## src/rtl/video_frame_monitor.sv

```systemverilog
// Video stream monitor: per-frame line/frame geometry, lock detection and CRC-16-CCITT
// of active pixels. Define VIDEO_FRAME_MONITOR_CRC_CHECK_EN for the sticky CRC compare ports.
module video_frame_monitor #(
    parameter int COMPONENT_DEPTH = 4,
    parameter int COUNT_WIDTH     = 12,
    parameter int LOCK_FRAMES     = 2
) (
    input  logic                       clk,
    input  logic                       rst_n,
    input  logic                       pix_ce,
    input  logic [COMPONENT_DEPTH-1:0] vid_red,
    input  logic [COMPONENT_DEPTH-1:0] vid_green,
    input  logic [COMPONENT_DEPTH-1:0] vid_blue,
    input  logic                       vid_hsync_n,
    input  logic                       vid_vsync_n,
    input  logic                       vid_hblank_n,
    input  logic                       vid_vblank_n,
    output logic                       frame_done,
    output logic [COUNT_WIDTH-1:0]     h_total,
    output logic [COUNT_WIDTH-1:0]     v_total,
    output logic [COUNT_WIDTH-1:0]     width,
    output logic [COUNT_WIDTH-1:0]     height,
    output logic                       locked,
    output logic [15:0]                frame_crc,
    output logic [15:0]                frame_count
`ifdef VIDEO_FRAME_MONITOR_CRC_CHECK_EN
    ,
    input  logic [15:0]                crc_expected,
    output logic                       crc_mismatch
`endif
);
    localparam int PIX_W = 3 * COMPONENT_DEPTH;
    localparam int LCW   = $clog2(LOCK_FRAMES + 1);
    localparam logic [COUNT_WIDTH-1:0] CNT_MAX  = '1;
    localparam logic [LCW-1:0]         LOCK_MAX = LCW'(LOCK_FRAMES);
    localparam logic [LCW-1:0]         LOCK_MIN = LCW'(LOCK_FRAMES - 1);

    typedef enum logic {WAIT_SYNC, MEASURE} state_t;

    function automatic logic [COUNT_WIDTH-1:0] sat_inc(input logic [COUNT_WIDTH-1:0] v);
        return (v == CNT_MAX) ? v : v + 1'b1;
    endfunction

    function automatic logic [15:0] crc_next(input logic [15:0] crc, input logic [PIX_W-1:0] d);
        logic [15:0] c;
        c = crc;
        for (int i = PIX_W - 1; i >= 0; i--) begin
            c = {c[14:0], 1'b0} ^ ((c[15] ^ d[i]) ? 16'h1021 : 16'h0000);
        end
        return c;
    endfunction

    state_t                 state_q, state_d;
    logic                   hs_prev_q, hs_prev_d, vs_prev_q, vs_prev_d;
    logic [COUNT_WIDTH-1:0] h_cnt_q, h_cnt_d, h_last_q, h_last_d;
    logic [COUNT_WIDTH-1:0] v_cnt_q, v_cnt_d, wid_cnt_q, wid_cnt_d, hgt_cnt_q, hgt_cnt_d;
    logic                   wid_open_q, wid_open_d, wid_done_q, wid_done_d;
    logic                   line_act_q, line_act_d;
    logic [15:0]            crc_q, crc_d;
    logic                   frame_done_q, frame_done_d;
    logic [COUNT_WIDTH-1:0] h_total_q, h_total_d, v_total_q, v_total_d;
    logic [COUNT_WIDTH-1:0] width_q, width_d, height_q, height_d;
    logic                   locked_q, locked_d, have_prev_q, have_prev_d;
    logic [LCW-1:0]         match_cnt_q, match_cnt_d;
    logic [15:0]            frame_crc_q, frame_crc_d, frame_count_q, frame_count_d;
    logic                   hs_fall, vs_fall, act, match;
    logic [PIX_W-1:0]       pix;

    always_comb begin
        hs_fall = pix_ce & hs_prev_q & ~vid_hsync_n;
        vs_fall = pix_ce & vs_prev_q & ~vid_vsync_n;
        act     = pix_ce & vid_hblank_n & vid_vblank_n;
        pix     = {vid_red, vid_green, vid_blue};
        match   = 1'b0;

        state_d       = state_q;
        hs_prev_d     = hs_prev_q;
        vs_prev_d     = vs_prev_q;
        h_cnt_d       = h_cnt_q;
        h_last_d      = h_last_q;
        v_cnt_d       = v_cnt_q;
        wid_cnt_d     = wid_cnt_q;
        hgt_cnt_d     = hgt_cnt_q;
        wid_open_d    = wid_open_q;
        wid_done_d    = wid_done_q;
        line_act_d    = line_act_q;
        crc_d         = crc_q;
        frame_done_d  = 1'b0;
        h_total_d     = h_total_q;
        v_total_d     = v_total_q;
        width_d       = width_q;
        height_d      = height_q;
        locked_d      = locked_q;
        have_prev_d   = have_prev_q;
        match_cnt_d   = match_cnt_q;
        frame_crc_d   = frame_crc_q;
        frame_count_d = frame_count_q;

        if (pix_ce) begin
            hs_prev_d = vid_hsync_n;
            vs_prev_d = vid_vsync_n;
            h_cnt_d   = hs_fall ? COUNT_WIDTH'(1) : sat_inc(h_cnt_q);
        end

        // Close the line before the frame so a coincident hsync edge lands in the closing frame.
        if (hs_fall) begin
            h_last_d   = h_cnt_q;
            v_cnt_d    = sat_inc(v_cnt_q);
            line_act_d = 1'b0;
            if (wid_open_q) begin
                wid_open_d = 1'b0;
                wid_done_d = 1'b1;
            end
        end

        if (vs_fall) begin
            state_d = MEASURE;
            if (state_q == MEASURE) begin
                match = have_prev_q &&
                        ({h_last_d, v_cnt_d, wid_cnt_q, hgt_cnt_q} ==
                         {h_total_q, v_total_q, width_q, height_q});
                match_cnt_d   = !match ? '0 :
                                (match_cnt_q == LOCK_MAX) ? match_cnt_q : match_cnt_q + 1'b1;
                locked_d      = match_cnt_d >= LOCK_MIN;
                have_prev_d   = 1'b1;
                h_total_d     = h_last_d;
                v_total_d     = v_cnt_d;
                width_d       = wid_cnt_q;
                height_d      = hgt_cnt_q;
                frame_crc_d   = crc_q;
                frame_count_d = frame_count_q + 16'd1;
                frame_done_d  = 1'b1;
            end
            v_cnt_d    = '0;
            wid_cnt_d  = '0;
            hgt_cnt_d  = '0;
            wid_open_d = 1'b0;
            wid_done_d = 1'b0;
            line_act_d = 1'b0;
            crc_d      = 16'hFFFF;
        end

        // The pixel sampled with an edge belongs to the new line/frame.
        if (act) begin
            crc_d = crc_next(crc_d, pix);
            if (!wid_done_d) begin
                wid_cnt_d  = sat_inc(wid_cnt_d);
                wid_open_d = 1'b1;
            end
            if (!line_act_d) begin
                hgt_cnt_d  = sat_inc(hgt_cnt_d);
                line_act_d = 1'b1;
            end
        end
    end

    always_ff @(posedge clk or negedge rst_n) begin
        if (!rst_n) begin
            state_q       <= WAIT_SYNC;
            hs_prev_q     <= 1'b1;
            vs_prev_q     <= 1'b1;
            h_cnt_q       <= '0;
            h_last_q      <= '0;
            v_cnt_q       <= '0;
            wid_cnt_q     <= '0;
            hgt_cnt_q     <= '0;
            wid_open_q    <= 1'b0;
            wid_done_q    <= 1'b0;
            line_act_q    <= 1'b0;
            crc_q         <= 16'hFFFF;
            frame_done_q  <= 1'b0;
            h_total_q     <= '0;
            v_total_q     <= '0;
            width_q       <= '0;
            height_q      <= '0;
            locked_q      <= 1'b0;
            have_prev_q   <= 1'b0;
            match_cnt_q   <= '0;
            frame_crc_q   <= 16'hFFFF;
            frame_count_q <= 16'd0;
        end else begin
            state_q       <= state_d;
            hs_prev_q     <= hs_prev_d;
            vs_prev_q     <= vs_prev_d;
            h_cnt_q       <= h_cnt_d;
            h_last_q      <= h_last_d;
            v_cnt_q       <= v_cnt_d;
            wid_cnt_q     <= wid_cnt_d;
            hgt_cnt_q     <= hgt_cnt_d;
            wid_open_q    <= wid_open_d;
            wid_done_q    <= wid_done_d;
            line_act_q    <= line_act_d;
            crc_q         <= crc_d;
            frame_done_q  <= frame_done_d;
            h_total_q     <= h_total_d;
            v_total_q     <= v_total_d;
            width_q       <= width_d;
            height_q      <= height_d;
            locked_q      <= locked_d;
            have_prev_q   <= have_prev_d;
            match_cnt_q   <= match_cnt_d;
            frame_crc_q   <= frame_crc_d;
            frame_count_q <= frame_count_d;
        end
    end

    assign frame_done  = frame_done_q;
    assign h_total     = h_total_q;
    assign v_total     = v_total_q;
    assign width       = width_q;
    assign height      = height_q;
    assign locked      = locked_q;
    assign frame_crc   = frame_crc_q;
    assign frame_count = frame_count_q;

`ifdef VIDEO_FRAME_MONITOR_CRC_CHECK_EN
    logic crc_mismatch_q, crc_mismatch_d;

    always_comb begin
        crc_mismatch_d = crc_mismatch_q | (frame_done_q & locked_q & (frame_crc_q != crc_expected));
    end

    always_ff @(posedge clk or negedge rst_n) begin
        if (!rst_n) crc_mismatch_q <= 1'b0;
        else        crc_mismatch_q <= crc_mismatch_d;
    end

    assign crc_mismatch = crc_mismatch_q;
`endif
endmodule

```

## config.mk

```make
export PLATFORM = sky130hd
export DESIGN_NAME = video_frame_monitor
export DESIGN_NICKNAME = d
export VERILOG_FILES = /design/src/rtl/video_frame_monitor.sv
export SDC_FILE = /design/constraint.sdc
export NUM_CORES = 1
export LEC_CHECK = 0
export BUFFER_PORTS_ARGS = -buffer_cell sky130_fd_sc_hd__buf_4
export CORE_MARGIN = 2
export CORE_UTILIZATION = 25
export DETAILED_ROUTE_END_ITERATION = 12
export PLACE_DENSITY = 0.43
export SLEW_MARGIN = 20
export SYNTH_ARGS = -nofsm -noshare
export SYNTH_HDL_FRONTEND = slang
export SYNTH_SLANG_ARGS = --single-unit
```

## constraint.sdc

```tcl
create_clock -name clk -period 3.85 [get_ports clk]
set_input_delay 0.1925 -clock clk [delete_from_list [all_inputs] [get_ports clk]]
set_output_delay 0.1925 -clock clk [all_outputs]
set_load 0.05 [all_outputs]
```

== After elaboration in Yosys (flattened, before gate mapping) ==
Index checks and enable logic that the tools add are counted.

* Register bits after elaboration: 167
* Input port bits: 19
* Output and inout port bits: 82
* Logic and storage cells: 113

* Reduce and logical (&&, ||, !) cells: 3
* $lt $le $gt $ge: 1
* Bitwise gates (word level): 32
* Equality and inequality tests: 7
* Add/sub/neg operators: 6
* Mux-type cells: 42

{| class="wikitable"
|+ Operator list
! cell !! number
|-
| bitwise XOR 16 x 13 -> 16 bit || 12
|-
| 2-to-1 mux 12 bit || 14
|-
| 2-to-1 mux 13 bit || 12
|-
| adder 12 x 1 -> 12 bit (second input constant) || 4
|-
| equality test 12 bit (second input constant) || 4
|-
| equality test 48 bit || 1
|-
| 2-to-1 mux 16 bit || 2
|-
| adder 16 x 1 -> 16 bit (second input constant) || 1
|-
| 2-to-1 mux 1 bit || 12
|-
| bitwise XOR 1 bit || 12
|-
| AND 1 bit || 6
|-
| 2-to-1 mux 2 bit || 2
|-
| AND reduction 2 bit || 2
|-
| adder 2 x 1 -> 2 bit (second input constant) || 1
|-
| equality test 2 bit (second input constant) || 1
|-
| >= comparator 2 x 1 -> 1 bit (second input constant) || 1
|-
| inequality test 2 bit (second input constant) || 1
|-
| inverter 1 bit || 2
|-
| logical AND 1 bit || 1
|}

== Longest topological paths before layout ==
Gate-level depths: netlist of the first run.

* Word-level depth: 40
* Mapped depth: 12
* Gate-level depth less buffers: 10

== Least setup slack after synthesis of the first run ==
No wires, ideal clock.

* Path type: register -> register
* Start point: register vs_prev_q
* End point: register wid_cnt_q[7]
* Clock period less this slack: 2509 ps
* Setup time: 132 ps
* Buffers on the path: 1
* Path slack: 1341 ps
* Stages on the path, launching flop included: 11
* Data required time: 3718 ps
* Arrival: 2377 ps
* Cells stage by stage: dfstp_2 -> nand3b_1 -> clkbuf_1 -> and2_1 -> ha_1 -> nand4_1 -> o311ai_1 -> nor2_1 -> nand4_1 -> xor2_1 -> nor2_1

* Word-level cells in the longest chain between the ends: 7
* Elaborated cells between the ends (all ways): 9
* Classes of those cells: add/sub (1); eq/ne (1); mux (5); bitwise (2)

{| class="wikitable"
|+ Ends and longest elaborated chain
! element !! line !! text
|-
| start, declared || 54 || <nowiki>logic hs_prev_q, hs_prev_d, vs_prev_q, vs_prev_d;</nowiki>
|-
| start signal, assigned || 184 || <nowiki>vs_prev_q <= vs_prev_d;</nowiki>
|-
| AND 1 bit (*) (2 in series) || 71 || <nowiki>vs_fall = pix_ce & vs_prev_q & ~vid_vsync_n;</nowiki>
|-
| 2-to-1 mux 12 bit || 116 || <nowiki>if (vs_fall) begin</nowiki>
|-
| adder 12 x 1 -> 12 bit / equality test 12 bit (equally long branches) || 41 || <nowiki>return (v == CNT_MAX) ? v : v + 1'b1;</nowiki>
|-
| 2-to-1 mux 12 bit || 41 ||
|-
| 2-to-1 mux 12 bit || 146 || <nowiki>if (!wid_done_d) begin</nowiki>
|-
| 2-to-1 mux 12 bit (*) || 144 || <nowiki>if (act) begin</nowiki>
|-
| net wid_cnt_d[7] || 56 || <nowiki>logic [COUNT_WIDTH-1:0] v_cnt_q, v_cnt_d, wid_cnt_q, wid_cnt_d, hgt_cnt_q, hgt_cnt_d;</nowiki>
|-
| end signal, assigned || 188 || <nowiki>wid_cnt_q <= wid_cnt_d;</nowiki>
|-
| end, declared || 56 ||
|}

The timed path passes the listed nets; every way through them passes the cells marked *.
A chain may end at the register's enable or synchronous reset.

== Final worst setup path of the first run ==
* Start point: input port vid_vsync_n
* End point: register wid_cnt_q[7]

* Word-level cells in the longest chain between the ends: 7
* Elaborated cells between the ends (all ways): 9
* Classes of those cells: add/sub (1); eq/ne (1); mux (5); bitwise (2)

{| class="wikitable"
|+ Ends and longest elaborated chain
! element !! line !! text
|-
| start, declared || 15 || <nowiki>input logic vid_vsync_n,</nowiki>
|-
| inverter 1 bit (*) || 71 ||
|-
| AND 1 bit (*) || 71 ||
|-
| 2-to-1 mux 12 bit || 116 ||
|-
| adder 12 x 1 -> 12 bit / equality test 12 bit (equally long branches) || 41 ||
|-
| 2-to-1 mux 12 bit || 41 ||
|-
| 2-to-1 mux 12 bit || 146 ||
|-
| 2-to-1 mux 12 bit (*) || 144 ||
|-
| net wid_cnt_d[7] || 56 ||
|}

Marked as above.

==> flow_summary_export.csv, run 1 <==
group,metric,value,unit
setup_path,crit_path_max_fanout,13,
sta,fin_crit,2.92,ns
placed_design,routabilityCongestion,0.757,
synthesis,yosysWarnings,0,
sta,finalHoldViolCount,0,
global_route,grt_pass1_wl,34400,um
synthesis,synthFlopType,"dfrtp_1",
cts,clk_path_buf_depth,2,
outcome,status,"finished, final reports clean",
setup_path,max_stage_delay,0.80,ns
detailed_routing,num_vias,5964,
global_route,grt_usage,12.9,%
detailed_routing,vias_per_cell,4.39,
synthesis,ys_seq_elements,167,
synthesis,syn_inst,807,
power,p_leak,4.63,nW
cts,cts_setup_buffers,0,
cts,hold_buffers,2,
setup_path,cp_cell_sequence,"dlygate4sd3_1 -> buf_4 -> nand3b_1 -> and2_1 -> ha_1 -> nand4_1 -> o311ai_1 -> nor2_1 -> nand4_1 -> xor2_1 -> nor2_1",
global_route,grt_max_degree,102,
sta,fin_setup_tns,0,ns
die,coreArea,0.0325,mm2
flow_run,maxCapViolations,0,
setup_path,crit_family,"simple AND/OR/NAND/NOR gates",
power,p_per_area,632,mW/mm2
setup_path,path_buf_inv,2,
placed_design,dp_hpwl,15200,um
finish,area_growth,22.9,%
cts,clock_latency,0.44,ns
setup_path,path_class,"in2reg",
setup_path,critPathLaunchType,"input pin",
power,max-vdd-ir-drop,279,uV
die,dieArea,0.0346,mm2
die,die_height,186,um
cts,numCtsBuffers,17,
synthesis,netlist_area,0.00827,mm2
setup_path,worst_path_max_delay_cell,"o311ai_1",
cts,ctsResizeCount,0,
hold_path,hp-class,"in2reg",
detailed_routing,drc,0,
cts,clk_pin_slew,0.07,ns
synthesis,synthDistinctLibCells,61,
global_route,antenna_found_initial,2,
sta,setup_viol,0,
cts,cts_tree,"built",
sta,slew_violations,0,
setup_path,crit_path_end_kind,"register",
detailed_routing,wl,21200,um
synthesis,synth_fp_nets,832,
detailed_routing,drt-initial-drc-count,320,
synthesis,ys_seq_area_share,51.0,%
sta,fmax,343,MHz
global_route,grt_pass1_vias,6056,
synthesis,postSynthAreaPerCell,10.2,um2
finish,drive_gt1_share,24.1,%
finish,nNetsFinal,928,
sta,fin_crit_sh,75.8,%
synthesis,synth-edff-count,0,
placed_design,port_buffers,100,
global_route,grt_overflow_total,0,
cts,htreeDepth,4,
synthesis,async_flop_share,100,%
sta,clock_skew,0.0131,ns
sta,slew_headroom,42.7,%
finish,num-fill-cells,3461,
die,initial_utilization,25.4,%
sta,rsz0062_at_grt,"false",
detailed_routing,ant_nets,0,
sta,worstMarginPinSlew,0.846,ns
sta,holdWs,0.0368,ns
setup_path,critPathRequiredTime,4.16,ns
detailed_routing,wl_per_cell,15.6,um
cts,cts_root_buffer,"clkbuf_16",
detailed_routing,firstDrtPassIters,4,
cts,clock-sinks,167,
setup_path,regToRegSetupSlack,0.99,ns
finish,post-route-util,31.2,%
die,fp-row-count,66,
die,io_pins,101,
die,die_w,186,um
setup_path,cp.arrival,3.23,ns
-- routing by layer --
layer,global-route usage (%),up-vias,wire (um)
met5,0,-,13
met4,3.50,2,210
met3,2.99,13,865
met2,19.2,89,9450
met1,18.5,2882,10600
li1,-,2978,-
-- sequential cells by signal, indices dropped and copies added (netlist names), 2 cells and up --
signal	count
crc_q	16
frame_count	16
frame_crc	16
h_cnt_q	12
h_last_q	12
h_total	12
height	12
hgt_cnt_q	12
match_cnt_q	2
v_cnt_q	12
v_total	12
wid_cnt_q	12
width	12
-- worst reg2reg max path, cell delays in order, from the launching register on --
cell and delay [ns]:
dfstp_2 0.37, nand3b_1 0.42, and2_1 0.25, ha_1 0.18, nand4_1 0.16, o311ai_1 0.80
nor2_1 0.19, nand4_1 0.16, xor2_1 0.15, nor2_1 0.05
-- cells in the mapped netlist (3+ instances only) --
cell type  number  share of area, %
mux2_2         38               5.2
nand4_1        17               1.3
and3_1          8              0.61
nor4_1          7              0.53
o21ai_0        33               2.0
clkbuf_1       30               1.4
nand3_1        25               1.5
and4_1          3              0.32
a21oi_1        24               1.5
or2_1           3              0.23
o41ai_1         3              0.32
nand2b_1        4              0.30
mux2i_1        10               1.2
a211oi_1        3              0.27
and2_1          5              0.38
nand2_1        96               4.4
o21ai_1        10              0.61
buf_2           4              0.24
o22ai_1         7              0.53
inv_1          33               1.5
nor2_1         70               3.2
o2bb2ai_1       4              0.42
dfstp_2        34                11
dfrtp_1       133                40
nor2b_1         8              0.61
o221ai_1        3              0.32
xnor2_1        67               7.1
xnor3_1         3              0.82
a2111oi_0       3              0.32
or3_1          12              0.91
xor2_1         49               5.2
ha_1            6              0.91
nor3_1         19               1.1
-- final timing paths --
check / start / to / cells after the start
worst max-delay path: vid_vsync_n / wid_cnt_q[7] / 11
worst min-delay path: vid_hsync_n / hs_prev_q / 2
worst max register to register: vs_prev_q / wid_cnt_q[7] / 9
worst min register to register: frame_crc[0] / frame_crc[0] / 2
max in group asynchronous: rst_n / match_cnt_q[1] / 3
min in group asynchronous: rst_n / width[7] / 2
-- logic make-up after synthesis --
group	count (synthesis)	synth area share, %
AO/OA/AOI/OAI	108	8.15
flip-flops	167	51.0
XOR/XNOR	120	13.4
adder cells (fa/ha/maj)	6	0.908
AND/OR/NAND/NOR	290	17.0
buffers and inverters	68	3.15
multiplexers	48	6.38
-- layout by cell type (no fill, tap or decap), types with 6 or more instances in the layout --
master and instances:
dfrtp_1 133, buf_4 107, nand2_1 95, nor2_1 70, xnor2_1 67, xor2_1 49
mux2_2 38, dfstp_2 34, inv_1 33, o21ai_0 33, nand3_1 25, a21oi_1 24
nor3_1 19, nand4_1 17, clkbuf_16 17, or3_1 12, mux2i_1 10, o21ai_1 10
and3_1 8, nor2b_1 8, nor4_1 7, o22ai_1 7, ha_1 6
-- power breakdown --
part / internal [mW] / total (mW) / switching (mW)
Combinational: 0.816 / 2.16 / 1.35
Clock: 0.934 / 1.77 / 0.833
Sequential: 2.16 / 2.49 / 0.327
-- final cells by class --
class / instances / area (um2) / share of cell area (%)
repair buffers: 111 / 855 / 8.41
diodes: 1 / 2.50 / 0.0246
clock buffers: 17 / 425 / 4.19
multi-input cells: 572 / 3800 / 37.4
clock inverters: 15 / 179 / 1.76
flip-flops and latches: 167 / 4220 / 41.5
well taps: 442 / 553 / 5.44
inverters: 34 / 128 / 1.26
-- stage by stage --
stage	setup WS (ns)	area, um2	power [mW]	instances
CTS	0.893	10200	6.54	1358
global route	0.594	10200	6.80	1359
detailed placement	0.941	9530	4.71	1324
floorplan	1.34	8270	4.03	807
global placement	1.02	9530	4.72	1324
finish	0.931	10200	6.42	1359
Note: power is estimated with default switching activity, not from simulation.
==> run 2: changes to the inputs <==
--- a/config.mk
+++ b/config.mk
@@ -5,11 +5,12 @@
 export SDC_FILE = /design/constraint.sdc
 export NUM_CORES = 1
 export LEC_CHECK = 0
+export ABC_AREA = 1
 export BUFFER_PORTS_ARGS = -buffer_cell sky130_fd_sc_hd__buf_4
 export CORE_MARGIN = 2
 export CORE_UTILIZATION = 25
 export DETAILED_ROUTE_END_ITERATION = 12
-export PLACE_DENSITY = 0.43
+export PLACE_DENSITY = 0.44
 export SLEW_MARGIN = 20
 export SYNTH_ARGS = -nofsm -noshare
 export SYNTH_HDL_FRONTEND = slang
==> constraint.sdc (replaced) <==
create_clock -name clk -period 2.5 [get_ports clk]
set_input_delay 0.125 -clock clk [delete_from_list [all_inputs] [get_ports clk]]
set_output_delay 0.125 -clock clk [all_outputs]
set_load 0.05 [all_outputs]
==> run 2 against run 1 <==
Against the previous run: highest routed layer is now met4; final cell count up 32%; combinational power is 60% higher; sequential share of layout area shrank 3.9 points; largest cell class unchanged; synthesized cell count up 50%.
==> flow_summary_export.csv, run 2 <==
group,metric,value,unit
synthesis,synth_xor_xnor_area_share,6.76,%
power,max-vdd-ir-drop,498,uV
synthesis,synth-simple-area-share,30.3,%
flow_run,maxCapViolations,0,
synthesis,synth-edff-count,0,
setup_path,worst_path_max_delay_cell,"dfstp_2",
hold_path,whs_endpoint,"crc_q[10]",
synthesis,ys_seq_elements,167,
sta,slew_violations,0,
sta,setup_viol,0,
detailed_routing,drt-initial-drc-count,420,
synthesis,yosysWarnings,0,
setup_path,rr_startpoint,"vs_prev_q",
finish,area_growth,23.0,%
setup_path,crit_path_end_kind,"register",
outcome,status,"finished, final reports clean",
setup_path,r2r_cells,15,
detailed_routing,wl_per_cell,14.3,um
global_route,grt_pass1_wl,41600,um
synthesis,synth_compound_area_share,7.54,%
detailed_routing,vias_per_cell,4.31,
cts,clk_pin_slew,0.07,ns
power,switching_share,39.5,%
sta,slew_headroom,31.5,%
sta,fin_crit,2.25,ns
cts,clk_path_buf_depth,2,
synthesis,synthFlopType,"dfrtp_1",
power,combPwrFrac,34.5,%
setup_path,path_class,"reg2reg",
power,power_frac_clock,28.9,%
power,seq_power_share,36.6,%
hold_path,hp-class,"in2reg",
global_route,grt_overflow_total,0,
setup_path,max_stage_delay,0.55,ns
finish,final_cell_mix,"412 x nand2_1, 157 x inv_1, 133 x dfrtp_1",
global_route,grt_usage,14.0,%
sta,rsz0062_at_grt,"false",
die,die_w,195,um
cts,clock_latency,0.45,ns
die,io_pins,101,
synthesis,async_flop_share,100,%
setup_path,regToRegSetupSlack,0.25,ns
synthesis,synth_fa_ha_area_share,0.823,%
sta,holdWs,0.0604,ns
cts,cts_root_buffer,"clkbuf_16",
synthesis,syn_inst,1208,
detailed_routing,drc,0,
die,coreArea,0.0357,mm2
sta,worstMarginPinSlew,1.03,ns
finish,n_antenna_cell,0,
synthesis,muxShareOfSynthArea,0,%
cts,clock-sinks,167,
setup_path,path_common_cell,"nand3_1",
finish,num-fill-cells,3833,
sta,fin_setup_tns,0,ns
power,p_per_area,891,mW/mm2
synthesis,yosysMostFrequentCell,"nand2_1",
placed_design,port_buffers,100,
setup_path,r2r_end,"wid_cnt_q[7]",
setup_path,cp_cell_sequence,"nand3_4 -> buf_4 -> nand2_2 -> inv_1 -> ha_1 -> nand3_1 -> inv_1 -> nand3_1 -> nor2_1 -> nand3_1 -> nand2_2 -> inv_4 -> nand3_2 -> o21ai_0 -> nand2_1",
finish,drive_gt1_share,17.2,%
placed_design,routabilityCongestion,0.839,
synthesis,ys_seq_area_share,46.3,%
setup_path,crit_family,"simple AND/OR/NAND/NOR gates",
cts,cts_tree,"built",
die,fp-row-count,69,
synthesis,synthDistinctLibCells,44,
die,die_height,195,um
placed_design,dp_hpwl,18800,um
global_route,grt_pass1_vias,7398,
synthesis,synth_top_family_by_area,"simple AND/OR/NAND/NOR gates",
sta,fin_crit_sh,90.2,%
synthesis,synth_top_area_share,36.5,%
die,dieArea,0.0380,mm2
detailed_routing,wl,25700,um
detailed_routing,ant_nets,0,
die,initial_utilization,25.5,%
setup_path,path_buf_inv,4,
setup_path,cp.arrival,2.59,ns
sta,fmax,444,MHz
sta,finalHoldViolCount,0,
global_route,grt_max_degree,61,
detailed_routing,firstDrtPassIters,5,
cts,htreeDepth,4,
synthesis,synth_area_leader_cell,"dfrtp_1",
setup_path,critPathRequiredTime,2.84,ns
finish,final_common_cell,"nand2_1",
finish,nNetsFinal,1350,
power,p_int,6.05,mW
power,p_leak,5.52,nW
cts,numCtsBuffers,17,
power,p_sw,3.95,mW
synthesis,postSynthAreaPerCell,7.55,um2
sta,clock_skew,0.0133,ns
synthesis,ys_top_cells_by_area,"dfrtp_1 36%, nand2_1 17%, dfstp_2 9.8%, inv_1 6.5%, o21ai_0 5.2%",
hold_path,worstHoldPathCells,4,
setup_path,critPathLaunchType,"register",
detailed_routing,num_vias,7753,
setup_path,crit_path_max_fanout,9,
global_route,antenna_found_initial,0,
synthesis,synth_fp_nets,1233,
synthesis,netlist_area,0.00912,mm2
hold_path,min_from,"vid_red[2]",
synthesis,ys_top_cells_by_count,"413 x nand2_1, 157 x inv_1, 133 x dfrtp_1, 107 x nor2_1, 94 x o21ai_0",
run 2: changes by cell type in the layout (fill, tap and decap cells not counted), sizes merged, moves of 42 or more:
cell   delta
nand3    +46
inv     +124
nor2     +45
o21ai    +60
nand2   +325
xnor2    -42
run 2: kinds of logic after synthesis:
family,Yosys count
buf+inv,190
simple gates,652
flops,167
fa+ha+maj,6
compound gates,132
xor+xnor,61
run 2: layout make-up:
| class | instances | area (um2) | share of cell area [%] |
|---|---|---|---|
| flip-flops and latches | 167 | 4220 | 37.6 |
| repair buffers | 128 | 1030 | 9.19 |
| multi-input cells | 851 | 4160 | 37.1 |
| inverters | 160 | 603 | 5.38 |
| clock inverters | 14 | 185 | 1.65 |
| well taps | 461 | 577 | 5.14 |
| clock buffers | 18 | 439 | 3.92 |
run 2: how the worst max path moves through the flow:
stage / start / end / slack, ns / depth (start not counted)
floorplan: vs_prev_q / wid_cnt_q[7] / 0.29 / 16
CTS: vs_prev_q / wid_cnt_q[7] / 0.16 / 14
global placement: vs_prev_q / wid_cnt_q[7] / 0.17 / 14
detailed placement: vs_prev_q / wid_cnt_q[7] / 0.17 / 14
finish: vs_prev_q / wid_cnt_q[7] / 0.25 / 15
global route: vs_prev_q / wid_cnt_q[7] / 0.009 / 15
run 2: layer usage:
layer  part of all wire (%)  track usage (%)
met5                      0                0
met4                   0.64             2.97
met3                    3.0             3.02
met2                     45             22.0
met1                     51             19.8
run 2: metrics by stage:
step	setup WS (ns)	instance area [um2]	std cells	util (%)	power (mW)
after global routing	0.00886	11200	1799	31.4	10.6
final	0.246	11200	1799	31.4	10.0
after global placement	0.172	10500	1761	29.4	7.17
after CTS	0.156	11200	1798	31.3	10.1
after floorplan	0.293	9120	1208	-	6.12
after detailed placement	0.166	10500	1761	29.4	7.17
run 2: what timing repair did:
action,in CTS,in global routing
hold endpoints to repair,51,0
resized for setup,0,6
endpoints found under the setup margin,0,4
hold buffers,5,0
setup buffers,0,1
run 2: worst reg2reg max path, cell delays in order (launching register included):
cell	delay, ns
dfstp_2	0.55
nand3_4	0.16
buf_4	0.21
nand2_2	0.10
inv_1	0.05
ha_1	0.19
nand3_1	0.12
inv_1	0.05
nand3_1	0.08
nor2_1	0.04
nand3_1	0.07
nand2_2	0.11
inv_4	0.11
nand3_2	0.09
o21ai_0	0.16
nand2_1	0.07
run 2: power by group through the flow:
stage,sequential [mW],combinational (mW),clock [mW]
after detailed placement,3.71,3.46,0
after CTS,3.67,3.49,2.99
after global routing,3.73,3.82,3.10
final,3.66,3.45,2.89
after global placement,3.71,3.45,0
after floorplan,4.44,1.68,0
==> run 3: changes to the inputs <==
--- a/config.mk
+++ b/config.mk
@@ -7,10 +7,12 @@
 export LEC_CHECK = 0
 export ABC_AREA = 1
 export BUFFER_PORTS_ARGS = -buffer_cell sky130_fd_sc_hd__buf_4
+export CELL_PAD_IN_SITES_DETAIL_PLACEMENT = 0
+export CELL_PAD_IN_SITES_GLOBAL_PLACEMENT = 1
 export CORE_MARGIN = 2
 export CORE_UTILIZATION = 25
 export DETAILED_ROUTE_END_ITERATION = 12
-export PLACE_DENSITY = 0.44
+export PLACE_DENSITY = 0.55
 export SLEW_MARGIN = 20
 export SYNTH_ARGS = -nofsm -noshare
 export SYNTH_HDL_FRONTEND = slang
==> constraint.sdc (replaced) <==
create_clock -name clk -period 1.9 [get_ports clk]
set_input_delay 0.095 -clock clk [delete_from_list [all_inputs] [get_ports clk]]
set_output_delay 0.095 -clock clk [all_outputs]
set_load 0.05 [all_outputs]
==> run 3 against run 2 <==
Against the previous run: the flow now finishes with violations (negative setup slack); non-clock buffer count increased by 213; total power increased by 47%; clock power increased by 19%; die area unchanged; cell area increased by 24%; sequential power increased by 31%; global-route usage increased by 1.8 points; worst setup slack got worse by 0.46 ns; worst hold slack improved by 0.036 ns; via count increased by 11%; register-to-register slack got worse by 0.46 ns; combinational power increased by 88%; critical endpoint is now h_total[8].
==> flow_summary_export.csv, run 3 (synthesis gave the netlist of run 2 again) <==
group,metric,value,unit
outcome,status,"complete, but fails checks",
outcome,violations,"negative setup slack",
sta,fin_setup_tns,-5.26,ns
global_route,grt_usage,15.8,%
detailed_routing,drc,0,
setup_path,crit_path_end_kind,"register",
setup_path,r2r_end,"h_total[8]",
setup_path,path_class,"reg2reg",
placed_design,routabilityCongestion,0.814,
power,p_total,14.7,mW
detailed_routing,drt-initial-drc-count,414,
setup_path,critPathRequiredTime,2.28,ns
detailed_routing,wl_per_cell,14.7,um
finish,final_cell_mix,"359 x nand2_1, 293 x buf_4, 142 x inv_1",
cts,htreeDepth,4,
setup_path,path_buf_inv,9,
finish,drive_gt1_share,37.9,%
setup_path,worstSetupStartpoint,"hs_prev_q",
sta,fin_crit,2.12,ns
detailed_routing,wl,29600,um
finish,regArea,0.00422,mm2
detailed_routing,firstDrtPassIters,5,
placed_design,dp_cells,1911,
finish,nNetsFinal,1563,
die,io_pins,101,
setup_path,rr_startpoint,"hs_prev_q",
setup_path,crit_family,"buffers and inverters",
sta,slew_headroom,67.3,%
setup_path,path_common_cell,"buf_4",
die,coreArea,0.0357,mm2
detailed_routing,ant_nets,0,
die,fp-row-count,69,
placed_design,dp_hpwl,21400,um
setup_path,crit_path_max_fanout,8,
sta,clock_skew,0.0143,ns
die,die_height,195,um
global_route,grt_max_degree,47,
global_route,grt_pass1_wl,46700,um
global_route,grt_pass1_vias,8563,
sta,fmax,472,MHz
cts,clk_pin_slew,0.07,ns
power,p_per_area,1060,mW/mm2
placed_design,port_buffers,100,
setup_path,regToRegSetupSlack,-0.22,ns
sta,worstMarginPinSlew,0.490,ns
hold_path,hp-class,"in2reg",
cts,clk_path_buf_depth,2,
sta,setup_slack,-0.218,ns
setup_path,cp_cell_sequence,"nand2_2 -> nor2_4 -> buf_12 -> buf_6 -> buf_4 -> o21ai_2 -> buf_4 -> buf_4 -> buf_4 -> buf_4 -> buf_4 -> buf_4 -> o21ai_2",
sta,setup_viol,44,
setup_path,endpoint,"h_total[8]",
finish,finalNonFillerCells,2012,
finish,final_common_cell,"nand2_1",
power,max-vdd-ir-drop,680,uV
cts,numCtsBuffers,17,
sta,holdWs,0.0963,ns
setup_path,path_depth,13,
setup_path,max_stage_delay,0.56,ns
sta,finalHoldViolCount,0,
sta,slew_violations,0,
global_route,antenna_found_initial,0,
finish,n_antenna_cell,0,
global_route,grt_overflow_total,0,
detailed_routing,num_vias,8634,
sta,fin_crit_sh,111,%
power,p_leak,6.89,nW
sta,rsz0062_at_grt,"true",
setup_path,critPathLaunchType,"register",
finish,num-fill-cells,3752,
flow_run,maxCapViolations,0,
setup_path,worst_path_max_delay_cell,"dfstp_2",
finish,multi_input_area,0.00500,mm2
detailed_routing,vias_per_cell,4.29,
die,dieArea,0.0380,mm2
cts,clock-sinks,167,
die,initial_utilization,25.5,%
setup_path,cp.arrival,2.50,ns
finish,post-route-util,38.8,%
cts,cts_tree,"built",
finish,area_growth,52.0,%
setup_path,r2r_cells,13,
cts,cts_root_buffer,"clkbuf_16",
cts,clock_latency,0.46,ns
die,die_w,195,um
[run 3: changes by cell type in the layout (fill, tap and decap cells not counted), sizes merged]
cell      change
clkinv        +6
bufinv        -3
inv           -2
buf         +211
clkinvlp      -1
clkbuf        +2
[run 3: how the worst min path moves through the flow]
stage / end / cells past startpoint / start / slack, ns
2_1_floorplan: frame_count[0] / 0 / rst_n / -0.20
3_3_place_gp: h_last_q[10] / 1 / rst_n / 0.08
3_5_place_dp: h_cnt_q[5] / 1 / rst_n / 0.08
6_report: h_last_q[5] / 5 / vid_hsync_n / 0.1
5_1_grt: h_cnt_q[1] / 4 / pix_ce / 0.11
4_1_cts: crc_q[7] / 5 / vid_blue[2] / 0.06
[run 3: tightest hold or removal path, stage by stage]
cell	delay [ns]
buf_4	0.11
nor2_4	0.06
buf_8	0.13
nand2_1	0.06
nand2_1	0.06
[run 3: per-stage QoR]
step	setup slack, ns	cell area, um2
final	-0.218	13900
after global routing	-0.383	13900
after CTS	-0.192	13100
after detailed placement	-0.318	11800
after global placement	-0.322	11800
after floorplan	-0.187	9230
[run 3: timing repair]
action / in CTS / in global routing
setup buffers: 37 / 34
resized for setup: 100 / 148
cloned: 1 / 2
pin swaps: 52 / 81
hold buffers: 5 / 0
setup endpoints to repair: 77 / 86
endpoints found under the hold margin: 81 / 0
[run 3: routing by layer]
layer  part of all wire [%]  vias up  track usage (%)
li1                       -     4429                -
met1                     48     4101             21.4
met2                     49       84             26.1
met3                    2.3       20             2.71
met4                    1.2        0             4.13
met5                      0        -                0
[run 3: cell type report]
| cell class | count | area share (%) |
|---|---|---|
| well taps | 461 | 4.16 |
| repair buffers | 341 | 20.9 |
| inverters | 160 | 4.46 |
| clock inverters | 14 | 0.821 |
| clock buffers | 18 | 3.17 |
| flip-flops and latches | 167 | 30.5 |
| multi-input cells | 851 | 36.0 |
[run 3: power breakdown]
group | total [mW] | switching (mW) | internal (mW)
Clock | 3.43 | 1.70 | 1.74
Combinational | 6.47 | 3.76 | 2.71
Sequential | 4.81 | 0.473 | 4.33
Total | 14.7 | 5.93 | 8.78
